==> src/rtl/pipelined_modulo_adder_if.sv <==
// pipelined_modulo_adder_if: operand/result handshake bundle for the modulo adder
interface pipelined_modulo_adder_if #(
   parameter int WIDTH = 7
);
   logic in_valid, in_ready, out_valid, out_ready, wrap, op_err;
   logic [WIDTH-1:0] a, b, k, sum;
   modport master (
      output in_valid, a, b, k, out_ready,
      input  in_ready, out_valid, sum, wrap, op_err
   );
   modport slave (
      input  in_valid, a, b, k, out_ready,
      output in_ready, out_valid, sum, wrap, op_err
   );
endinterface

==> src/rtl/pipelined_modulo_adder.sv <==
// pipelined_modulo_adder: 3-stage (a + b) mod (2^WIDTH - k) with a global valid/ready stall
module pipelined_modulo_adder #(
   parameter int WIDTH = 7,
   parameter int STAGES = 3
) (
   input logic clk,
   input logic rst_n,
   pipelined_modulo_adder_if.slave bus
);
   localparam int N = WIDTH + 1;
   function automatic logic [N-1:0] prefix(input logic [N-1:0] g_in, input logic [N-1:0] p_in);
      logic [N-1:0] g, p, gn, pn;
      g = g_in;
      p = p_in;
      for (int d = 1; d < N; d = d * 2) begin
         gn = g;
         pn = p;
         for (int i = d; i < N; i++) begin
            gn[i] = g[i] | (p[i] & g[i-d]);
            pn[i] = p[i] & p[i-d];
         end
         g = gn;
         p = pn;
      end
      return g;
   endfunction
   logic [STAGES-1:0] vld;
   logic [N-1:0] a_x, b_x, k_x, m, cs_s, cs_c;
   logic [N-1:0] g1, p1, h1, gk1, pk1, hk1;
   logic [N-1:0] c2, h2, ck2, hk2, s_ab, s_k;
   logic [WIDTH-1:0] sum_q;
   logic e1, e2, w3, wrap_q, err_q;
   assign a_x = {1'b0, bus.a};
   assign b_x = {1'b0, bus.b};
   assign k_x = {1'b0, bus.k};
   assign m = (N'(1) << WIDTH) - k_x;
   assign cs_s = a_x ^ b_x ^ k_x;
   assign cs_c = {(bus.a & bus.b) | (bus.a & bus.k) | (bus.b & bus.k), 1'b0};
   assign s_ab = h2 ^ {c2[N-2:0], 1'b0};
   assign s_k = hk2 ^ {ck2[N-2:0], 1'b0};
   // a+b >= 2^WIDTH implies a+b+k >= 2^WIDTH, so the a+b overflow can only reinforce wrap
   assign w3 = s_k[WIDTH] | ck2[WIDTH] | s_ab[WIDTH] | c2[WIDTH];
   assign bus.in_ready = bus.out_ready | ~vld[STAGES-1];
   assign bus.out_valid = vld[STAGES-1];
   assign bus.sum = sum_q;
   assign bus.wrap = wrap_q;
   assign bus.op_err = err_q;
   always_ff @(posedge clk or negedge rst_n) begin
      if (!rst_n) begin
         vld <= '0;
         {g1, p1, h1, gk1, pk1, hk1, e1} <= '0;
         {c2, h2, ck2, hk2, e2} <= '0;
         {sum_q, wrap_q, err_q} <= '0;
      end else if (bus.in_ready) begin
         vld <= {vld[STAGES-2:0], bus.in_valid};
         g1 <= a_x & b_x;
         p1 <= a_x | b_x;
         h1 <= a_x ^ b_x;
         gk1 <= cs_s & cs_c;
         pk1 <= cs_s | cs_c;
         hk1 <= cs_s ^ cs_c;
         e1 <= (a_x >= m) | (b_x >= m);
         c2 <= prefix(g1, p1);
         h2 <= h1;
         ck2 <= prefix(gk1, pk1);
         hk2 <= hk1;
         e2 <= e1;
         sum_q <= w3 ? s_k[WIDTH-1:0] : s_ab[WIDTH-1:0];
         wrap_q <= w3;
         err_q <= e2;
      end
   end
endmodule
==> src/flat_wrapper.sv <==
// flat-port wrapper written by rule: the top's interface ports become plain ports
module pipelined_modulo_adder_flat 
#(
   parameter int WIDTH = 7,
   parameter int STAGES = 3
)
  (clk, rst_n, bus_in_valid, bus_a, bus_b, bus_k, bus_out_ready, bus_in_ready, bus_out_valid, bus_sum, bus_wrap, bus_op_err);
  pipelined_modulo_adder_if #(.WIDTH(WIDTH)) bus_i ();
  input logic clk;
  input logic rst_n;
  input wire logic [$bits(bus_i.in_valid)-1:0] bus_in_valid;
  input wire logic [$bits(bus_i.a)-1:0] bus_a;
  input wire logic [$bits(bus_i.b)-1:0] bus_b;
  input wire logic [$bits(bus_i.k)-1:0] bus_k;
  input wire logic [$bits(bus_i.out_ready)-1:0] bus_out_ready;
  output wire logic [$bits(bus_i.in_ready)-1:0] bus_in_ready;
  output wire logic [$bits(bus_i.out_valid)-1:0] bus_out_valid;
  output wire logic [$bits(bus_i.sum)-1:0] bus_sum;
  output wire logic [$bits(bus_i.wrap)-1:0] bus_wrap;
  output wire logic [$bits(bus_i.op_err)-1:0] bus_op_err;
  assign bus_i.in_valid = bus_in_valid;
  assign bus_i.a = bus_a;
  assign bus_i.b = bus_b;
  assign bus_i.k = bus_k;
  assign bus_i.out_ready = bus_out_ready;
  assign bus_in_ready = bus_i.in_ready;
  assign bus_out_valid = bus_i.out_valid;
  assign bus_sum = bus_i.sum;
  assign bus_wrap = bus_i.wrap;
  assign bus_op_err = bus_i.op_err;
  pipelined_modulo_adder #(.WIDTH(WIDTH), .STAGES(STAGES)) u_core (.clk(clk), .rst_n(rst_n), .bus(bus_i));
endmodule
==> config.mk <==
export PLATFORM = sky130hd
export DESIGN_NAME = pipelined_modulo_adder_flat
export DESIGN_NICKNAME = d
export VERILOG_FILES = /design/src/rtl/pipelined_modulo_adder_if.sv /design/src/rtl/pipelined_modulo_adder.sv /design/src/flat_wrapper.sv
export SDC_FILE = /design/constraint.sdc
export NUM_CORES = 1
export LEC_CHECK = 0
export ABC_AREA = 1
export ABC_CLOCK_PERIOD_IN_PS = 1400
export BUFFER_PORTS_ARGS = -buffer_cell sky130_fd_sc_hd__buf_2
export CORE_UTILIZATION = 49
export DETAILED_ROUTE_END_ITERATION = 10
export PLACE_DENSITY = 0.78
export RECOVER_POWER = 25
export SLEW_MARGIN = 20
export SYNTH_ARGS = -nofsm -noshare
export SYNTH_HDL_FRONTEND = slang
export SYNTH_SLANG_ARGS = --single-unit
export TNS_END_PERCENT = 100
==> constraint.sdc <==
create_clock -name clk -period 1.4 [get_ports clk]
set_input_delay 0.28 -clock clk [delete_from_list [all_inputs] [get_ports clk]]
set_output_delay 0.28 -clock clk [all_outputs]
set_load 0.05 [all_outputs]
Word-level counts from Yosys, hierarchy flattened:

Cells that the tools add are included.

* register bits after elaboration: 94
* output and inout port bits: 11
* word-level logic and storage cells: 128

* magnitude comparators: 2
* multiplexer cells: 1
* bitwise gates (word level): 108
* add/subtract/negate cells: 1

Operators by type and width (number)
* AND 1 bit: 54
* OR 1 bit: 39
* AND 7 bit: 4
* XOR 8 bit: 3
* OR 7 bit: 3
* greater-or-equal comparator 7 x 8 -> 1 bit: 2
* AND 8 bit: 1
* OR 8 bit: 1
* subtractor 8 x 7 -> 8 bit (first input constant): 1
* XOR 8 x 7 -> 8 bit: 1
* two-way mux 7 bit: 1
* XOR 7 bit: 1
* inverter 1 bit: 1

Depth between registers and ports, before layout:

Gate-level depths: netlist of run 1.

* depth in word-level cells: 6
* mapped depth: 13

Worst setup path after synthesis of run 1:

No wires, ideal clock.

* path kind: input-to-reg
* from: input bus_k[0]
* to: register u_core.e1
* cell stages on the path: 12
* arrival: 1.625 ns
* slack: -0.338 ns
* setup time: 0.113 ns
* path through: inv_1 ha_1 nand2_1 nor3_1 xor2_1 ha_1 nand2_1 nand3_1 nor2_1 nand3_1 nand2_1 inv_1

* word-level cells in the longest chain between the ends: 3
* elaborated cells between the ends (all ways): 4
* those cells by class: 1 x add/sub; 2 x order compare; 1 x bitwise

RTL lines
* start, declared: RTL line flat_wrapper.sv:14 `input wire logic [$bits(bus_i.k)-1:0] bus_k;`
* subtractor 8 x 7 -> 8 bit *: RTL line pipelined_modulo_adder.sv:36 `assign m = (N'(1) << WIDTH) - k_x;`
* greater-or-equal comparator 7 x 8 -> 1 bit: RTL line pipelined_modulo_adder.sv:62 `e1 <= (a_x >= m) | (b_x >= m);`
* OR 1 bit *: RTL line pipelined_modulo_adder.sv:62
* end signal, assigned: RTL line pipelined_modulo_adder.sv:62
* end, declared: RTL line pipelined_modulo_adder.sv:32 `logic e1, e2, w3, wrap_q, err_q;`

Every way passes the cells marked *; elsewhere a longest branch is shown, timed or not.
A chain may end at the register's enable or synchronous reset.

Worst setup path after layout of run 1:

Ends and elaborated chain as after synthesis.

==> flow_summary_export.csv, run 1 <==
group,metric,value,unit
power,seqPwrFrac,42.6,%
timing,skew,0.0133,ns
synthesis,yosysTopAreaCellShare,47.1,%
synthesis,synth-edff-count,0,
clock_network,ctsHtreeMaxLevel,3,
die,coreArea,8680,µm²
timing,slew-limit-headroom,58.1,%
worst_setup_path,crit_slowest_cell,"ha_1",
worst_setup_path,setup.worst_path.start_class,"input port",
grt,grt_max_degree,52,
power,clockPowerShare,17.2,%
route,totalWireLength,9.35,mm
power,total_power,8.72,mW
finish,drive_above_1_share,21.4,%
synthesis,synthFlopType,"dfrtp_1",
synthesis,yosysUniqueCellTypes,25,
route,routed_via_density,4.96,
power,internal_power,5.16,mW
die,initial_utilization,50.2,%
synthesis,yosysMostFrequentCell,"nand2_1",
worst_setup_path,crit_chain,"buf_6 -> inv_16 -> ha_4 -> nand2_2 -> nor3_2 -> xor2_1 -> ha_1 -> nand2_1 -> nand3_1 -> nor2_1 -> nand3_1 -> nand2_1 -> inv_1",
synthesis,syn_area,4360,µm²
route,antenna_left,0,
synthesis,yosysWarningCount,0,
worst_setup_path,critPathArrivalTime,1.74,ns
hold_path,hold_start,"bus_in_valid",
clock_network,cts_tree,"done",
worst_setup_path,crit_path_end_kind,"register",
route,vias,3504,
route,drtIter0Drc,174,
finish,area_growth,22.2,%
clock_network,cts_buffer_depth,2,
route,drc,0,
grt,grtUsageTotal,22.2,%
power,ir_drop,567,µV
timing,setup_viol,1,
finish,diodes,0,
power,switchingPower,3.56,mW
grt,grt_pass1_vias,3340,
place,dpl.hpwl,7.05,mm
die,io_pins,36,
timing,fin_crit,1.48,ns
hold_path,hold_path.class,"in2reg",
clock_network,worstSkewPairLatency,0.36,ns
die,die_h,96.3,µm
timing,fmax,676,MHz
timing,final-max-slew-violation-count,0,
synthesis,yosys-top-cells-area,"dfrtp_1, nand2_1, ha_1, inv_1, o21ai_0",
timing,setup_ws,-0.0794,ns
grt,grt_overflow,0,
timing,fin_setup_tns,-0.0794,ns
timing,finalCritPeriodShare,106,%
worst_setup_path,cp-startpoint,"bus_k[0]",
grt,grt_pass1_wl,15.4,mm
die,dieArea,9270,µm²
place,portBuffers,35,
synthesis,ys_async_sr_fraction,100,%
clock_network,cts_made_buffers,9,
synthesis,synth.largest_area_cell,"dfrtp_1",
timing,worstMarginPinSlew,0.628,ns
worst_setup_path,path_class,"in2reg",
worst_setup_path,cpPeakStageDelay,0.28,ns
power,power.density,1640,nW/µm²
finish,final_net_count,664,
worst_setup_path,cp_max_fo,4,
status,status,"finished, violations left",
worst_setup_path,r2r-start,"u_core.hk2[7]",
clock_network,clk_pin_slew,0.09,ns
synthesis,syn_nets,580,
power,p_sw_share,40.8,%
place,place_congestion,0.879,
die,rows,34,
worst_setup_path,cp_data_required_time,1.66,ns
power,p_leak,2.83,nW
synthesis,synth_area_per_cell,8.56,µm²
timing,finalHoldViolations,0,
synthesis,yosysSeqAreaShare,47.1,%
grt,grt_antenna_before_repair,0,
clock_network,clkSinkCount,82,
synthesis,synth_cells,509,
power,combPwrFrac,40.2,%
finish,utilization,61.3,%
clock_network,cts_root_buffer,"clkbuf_8",
status,failed_checks,"setup timing",
route,first_pass_iters,5,
synthesis,ys_top_cells_by_count,"nand2_1, dfrtp_1, inv_1",
flow_run,maxCapViolations,0,
die,die_w,96.3,µm
timing,timing.hold.ws,0.127,ns
route,routedWlPerCell,13.2,µm
timing,rsz0062_at_grt,"yes",
synthesis,ys_seq_elements,82,
## power by group through the flow
stage                     logic, mW  registers, mW  clock network [mW]
after floorplan                1.92           4.13                   0
after global placement         3.23           3.72                   0
after detailed placement       3.33           3.75                   0
after CTS                      3.41           3.71                1.53
after global routing           3.94           3.81                1.63
final                          3.51           3.72                1.50
## stage by stage
step	cells	setup slack (ns)	area [µm²]
after floorplan	509	-0.186	4430
after global placement	683	-0.446	5030
after detailed placement	683	-0.566	5030
after CTS	702	-0.0174	5280
after global routing	706	-0.213	5320
final	706	-0.0794	5320
## cells by family (layout without fill, tap and decap cells)
| logic type | after synthesis | after routing | synth area share [%] |
|---|---|---|---|
| flip-flops | 82 | 82 | 47.1 |
| XOR/XNOR | 15 | 15 | 3.02 |
| buffers and inverters | 81 | 170 | 7.35 |
| adder cells (fa/ha/maj) | 46 | 46 | 14.4 |
| AND/OR/NAND/NOR | 223 | 223 | 20.6 |
| AO/OA/AOI/OAI | 62 | 62 | 7.47 |
## layout make-up
class                      count  area, µm²
clock inverter                 6       42.5
clock buffer                  10        128
timing repair buffer          90        643
fill                         712       3360
multi-input combinational    346       2050
inverter                      64        267
sequential                    82       2050
tap                          108        135
## state kept, by name (all words and copies together) (netlist names)
register           count
u_core.vld             3
u_core.bus.wrap        1
u_core.e1              1
u_core.hk1             8
u_core.pk1             5
u_core.bus.sum         7
u_core.gk1             6
u_core.hk2             8
u_core.h2              7
u_core.e2              1
u_core.h1              7
u_core.bus.op_err      1
u_core.g1              7
u_core.ck2             7
u_core.c2              7
u_core.p1              6
## per-layer routing
metal | vias to the layer above | track usage (%) | share of wire [%]
met5 | - | 0 | 0
met4 | 0 | 10.4 | 2.4
met3 | 25 | 3.24 | 3.3
met2 | 83 | 34.8 | 48
met1 | 1639 | 30.2 | 46
li1 | 1757 | - | -
## layout by cell type (no fill, tap or decap), types with 3 or more instances in the layout
cell and n:
clkbuf_8 9, nand3_1 20, ha_1 37, o21ai_0 41
buf_4 51, xnor2_1 13, a21oi_1 9, buf_6 4
inv_1 57, dfrtp_1 81, nand2_2 5, nand2_1 172
inv_6 3, fa_1 7, buf_2 30, inv_2 4
nor2_1 15, a31oi_1 6
## worst paths after layout
check	depth (start not counted)	endpoint	slack, ns
hold / removal	3	u_core.vld[0]	0.13
max in group asynchronous	3	u_core.vld[2]	0.20
min in group asynchronous	2	u_core.ck2[6]	0.31
setup reg to reg	7	u_core.bus.sum[6]	0.08
hold reg to reg	2	u_core.h2[4]	0.48
setup / recovery	13	u_core.e1	-0.08
## worst max-delay path: cells and delay by family
kind	cells	cell delay, ns
fa+ha+maj	2	0.40
buf+inv	3	0.21
xor+xnor	1	0.22
simple gates	7	0.62
## timing repair
action / CTS / global route
endpoints found under the hold margin: 14 / 0
endpoints found under the setup margin: 2 / 13
buffers inserted: 2 / 4
pin swaps: 9 / 10
gates resized for setup: 14 / 11
hold buffers: 1 / 0
Power figures use the tool's default switching activity.
==> inputs of run 2 (changes only) <==
- ABC_AREA: 1 -> default
- PLACE_DENSITY: 0.78 -> 0.79
==> run 2 against run 1 <==
  * Synthesized cell count down 10%
  * Final cell count down 5.7%
  * Critical path type unchanged
  * Area after synthesis down 3.4%
  * Via count down 3.1%
  * Non-clock buffer count up 18
  * The flow still finishes with violations (setup timing)
  * Combinational power up 19%
==> flow_summary_export.csv, run 2 <==
group,metric,value,unit
route,vias,3394,
grt,grt_max_degree,41,
grt,grt_pass1_vias,3361,
synthesis,syn_nets,527,
worst_setup_path,path_depth,11,
synthesis,synth.largest_area_cell,"dfrtp_1",
worst_setup_path,crit_path_end_kind,"register",
worst_setup_path,cp-startpoint,"bus_k[0]",
finish,area_growth,32.4,%
hold_path,holdPathStages,3,
synthesis,ys_top_cells_by_count,"nand2_1, dfrtp_1, ha_1",
timing,timing.hold.ws,0.112,ns
clock_network,worstSkewPairLatency,0.36,ns
worst_setup_path,worst_path_most_repeated_cell,"ha_1",
route,antenna_left,0,
worst_setup_path,cpLargestDelayFamily,"compound AO/OA/AOI/OAI gates",
power,switchingPower,3.77,mW
die,rows,33,
worst_setup_path,setup.worst_path.start_class,"input port",
power,clockPowerShare,21.3,%
synthesis,yosysUniqueCellTypes,36,
route,totalWireLength,9.97,mm
route,routedWlPerCell,15.0,µm
flow_run,maxCapViolations,0,
worst_setup_path,cp_max_fo,4,
synthesis,synth_cells,456,
worst_setup_path,path_class,"in2reg",
place,place_congestion,0.930,
finish,top_regs,"u_core.hk1 x8, u_core.hk2 x8",
synthesis,yosys-top-cells-area,"dfrtp_1, nand2_1, ha_1, a21oi_1, fa_1",
hold_path,hold_start,"bus_in_valid",
synthesis,ys_seq_elements,82,
status,status,"finished, violations left",
grt,met3_usage,2.98,%
die,die_h,94.6,µm
timing,setup_viol,15,
grt,busiest_layer,"met2",
clock_network,ctsHtreeMaxLevel,3,
finish,diodes,0,
timing,slew-limit-headroom,61.2,%
route,drc,0,
worst_setup_path,reg2regPathDepth,5,
place,portBuffers,35,
power,combPwrFrac,41.8,%
finish,utilization,67.4,%
timing,finalCritPeriodShare,130,%
grt,grt_overflow,0,
synthesis,yosysTopAreaCellShare,48.8,%
die,die_w,94.6,µm
power,p_sw_share,37.8,%
synthesis,synthFlopType,"dfrtp_1",
synthesis,synth-edff-count,0,
clock_network,clkSinkCount,82,
grt,grt_pass1_wl,15.6,mm
synthesis,yosysWarningCount,0,
grt,use_met1,30.1,%
timing,fmax,551,MHz
place,dp_slack,-0.934,ns
timing,worstMarginPinSlew,0.582,ns
hold_path,hold_path.class,"in2reg",
power,seqPwrFrac,36.9,%
worst_setup_path,cpPeakStageDelay,0.29,ns
finish,fill_cells,606,
worst_setup_path,path_buf_inv,3,
power,p_leak,2.92,nW
finish,drive_above_1_share,29.1,%
worst_setup_path,crit_slowest_cell,"ha_1",
worst_setup_path,crit_chain,"buf_2 -> inv_1 -> ha_1 -> buf_4 -> xor2_2 -> ha_1 -> nand2_1 -> o21ai_0 -> nand4_1 -> a31oi_1 -> o221a_2",
die,io_pins,36,
grt,grt_antenna_before_repair,0,
route,drtIter0Drc,176,
timing,finalHoldViolations,0,
finish,final_common_cell,"nand2_1",
worst_setup_path,critPathArrivalTime,2.13,ns
power,power.density,1790,nW/µm²
route,routed_via_density,5.10,
synthesis,synth_area_per_cell,9.22,µm²
worst_setup_path,r2r-start,"u_core.p1[1]",
timing,rsz0062_at_grt,"yes",
synthesis,yosysSeqAreaShare,48.8,%
power,ir_drop,889,µV
clock_network,cts_tree,"done",
timing,final-max-slew-violation-count,0,
worst_setup_path,cp_data_required_time,1.71,ns
power,internal_power,6.21,mW
clock_network,cts_buffer_depth,2,
clock_network,clk_pin_slew,0.09,ns
finish,final_net_count,627,
timing,skew,0.0107,ns
status,failed_checks,"setup timing",
synthesis,ys_async_sr_fraction,100,%
grt,grtUsageTotal,23.0,%
clock_network,cts_root_buffer,"clkbuf_8",
grt,use_met2,37.5,%
clock_network,cts_made_buffers,9,
timing,fin_crit,1.82,ns
place,dpl.hpwl,6.61,mm
die,dieArea,8960,µm²
synthesis,syn_area,4210,µm²
route,first_pass_iters,5,
die,initial_utilization,50.9,%
die,coreArea,8260,µm²
finish,final_cell_mix,"nand2_1, dfrtp_1, buf_4, ha_1, inv_1",
synthesis,yosysMostFrequentCell,"nand2_1",
timing,setup_ws,-0.416,ns
run 2: cell types whose count changed in the layout (fill, tap and decap cells not counted), moves of 7 or more:
cell	change
nor2_1	+7
nand3_1	-17
buf_4	+8
a21oi_2	+10
a21oi_1	+10
inv_1	-25
o21ai_0	-39
nand2_1	-22
run 2: routing by layer:
layer | part of all wire [%] | vias to the layer above
li1 | - | 1648
met1 | 43 | 1644
met2 | 49 | 83
met3 | 4.6 | 19
met4 | 2.8 | 0
met5 | 0 | -
run 2: kinds of logic after synthesis:
logic type	count (synthesis)	synth area share (%)
simple gates	200	18.7
flops	82	48.8
compound gates	54	7.71
buf+inv	52	4.88
fa+ha+maj	46	14.9
xor+xnor	17	3.54
mux	5	1.40
run 2: metrics by stage:
stage | power [mW] | cell area [µm²] | cells | setup TNS [ns]
finish | 9.98 | 5570 | 666 | -1.35
detailed placement | 6.98 | 4920 | 634 | -4.70
global route | 10.6 | 5570 | 666 | -2.15
floorplan | 5.89 | 4280 | 456 | -0.574
global placement | 6.82 | 4920 | 634 | -3.80
CTS | 9.69 | 5400 | 661 | -1.34
run 2: power groups by stage:
stage                     registers (mW)  logic [mW]  clock network (mW)
final                               3.68        4.17                2.13
after global placement              3.64        3.18                   0
after detailed placement            3.70        3.28                   0
after global routing                3.77        4.55                2.25
after floorplan                     4.06        1.83                   0
after CTS                           3.66        3.89                2.14
run 2: layout make-up:
| type | instances | area [µm²] | share of cell area [%] |
|---|---|---|---|
| multi-input combinational | 322 | 2150 | 38.5 |
| sequential | 82 | 2050 | 36.9 |
| timing repair buffer | 108 | 862 | 15.5 |
| clock buffer | 10 | 138 | 2.47 |
| tap | 105 | 131 | 2.36 |
| inverter | 33 | 126 | 2.27 |
| clock inverter | 6 | 113 | 2.02 |
run 2: worst min-delay path, cell delays in order:
cell     delay [ns]
buf_2          0.07
nand2_1        0.04
nand2_1        0.05
run 2: timing repair:
item                                    CTS  global route
hold buffers                              1             0
buffers inserted                         11             7
endpoints found under the setup margin   15            47
cloned                                    1             2
hold endpoints to repair                 21             0
gates resized for setup                  43            25
pin swaps                                11             9
run 2: worst paths after layout:
check	endpoint	slack [ns]
min	u_core.vld[0]	0.11
min reg2reg	u_core.gk1[6]	0.47
min in group asynchronous	u_core.bus.sum[4]	0.44
max in group asynchronous	u_core.vld[2]	0.16
max reg2reg	u_core.c2[5]	-0.19
max	u_core.e1	-0.42
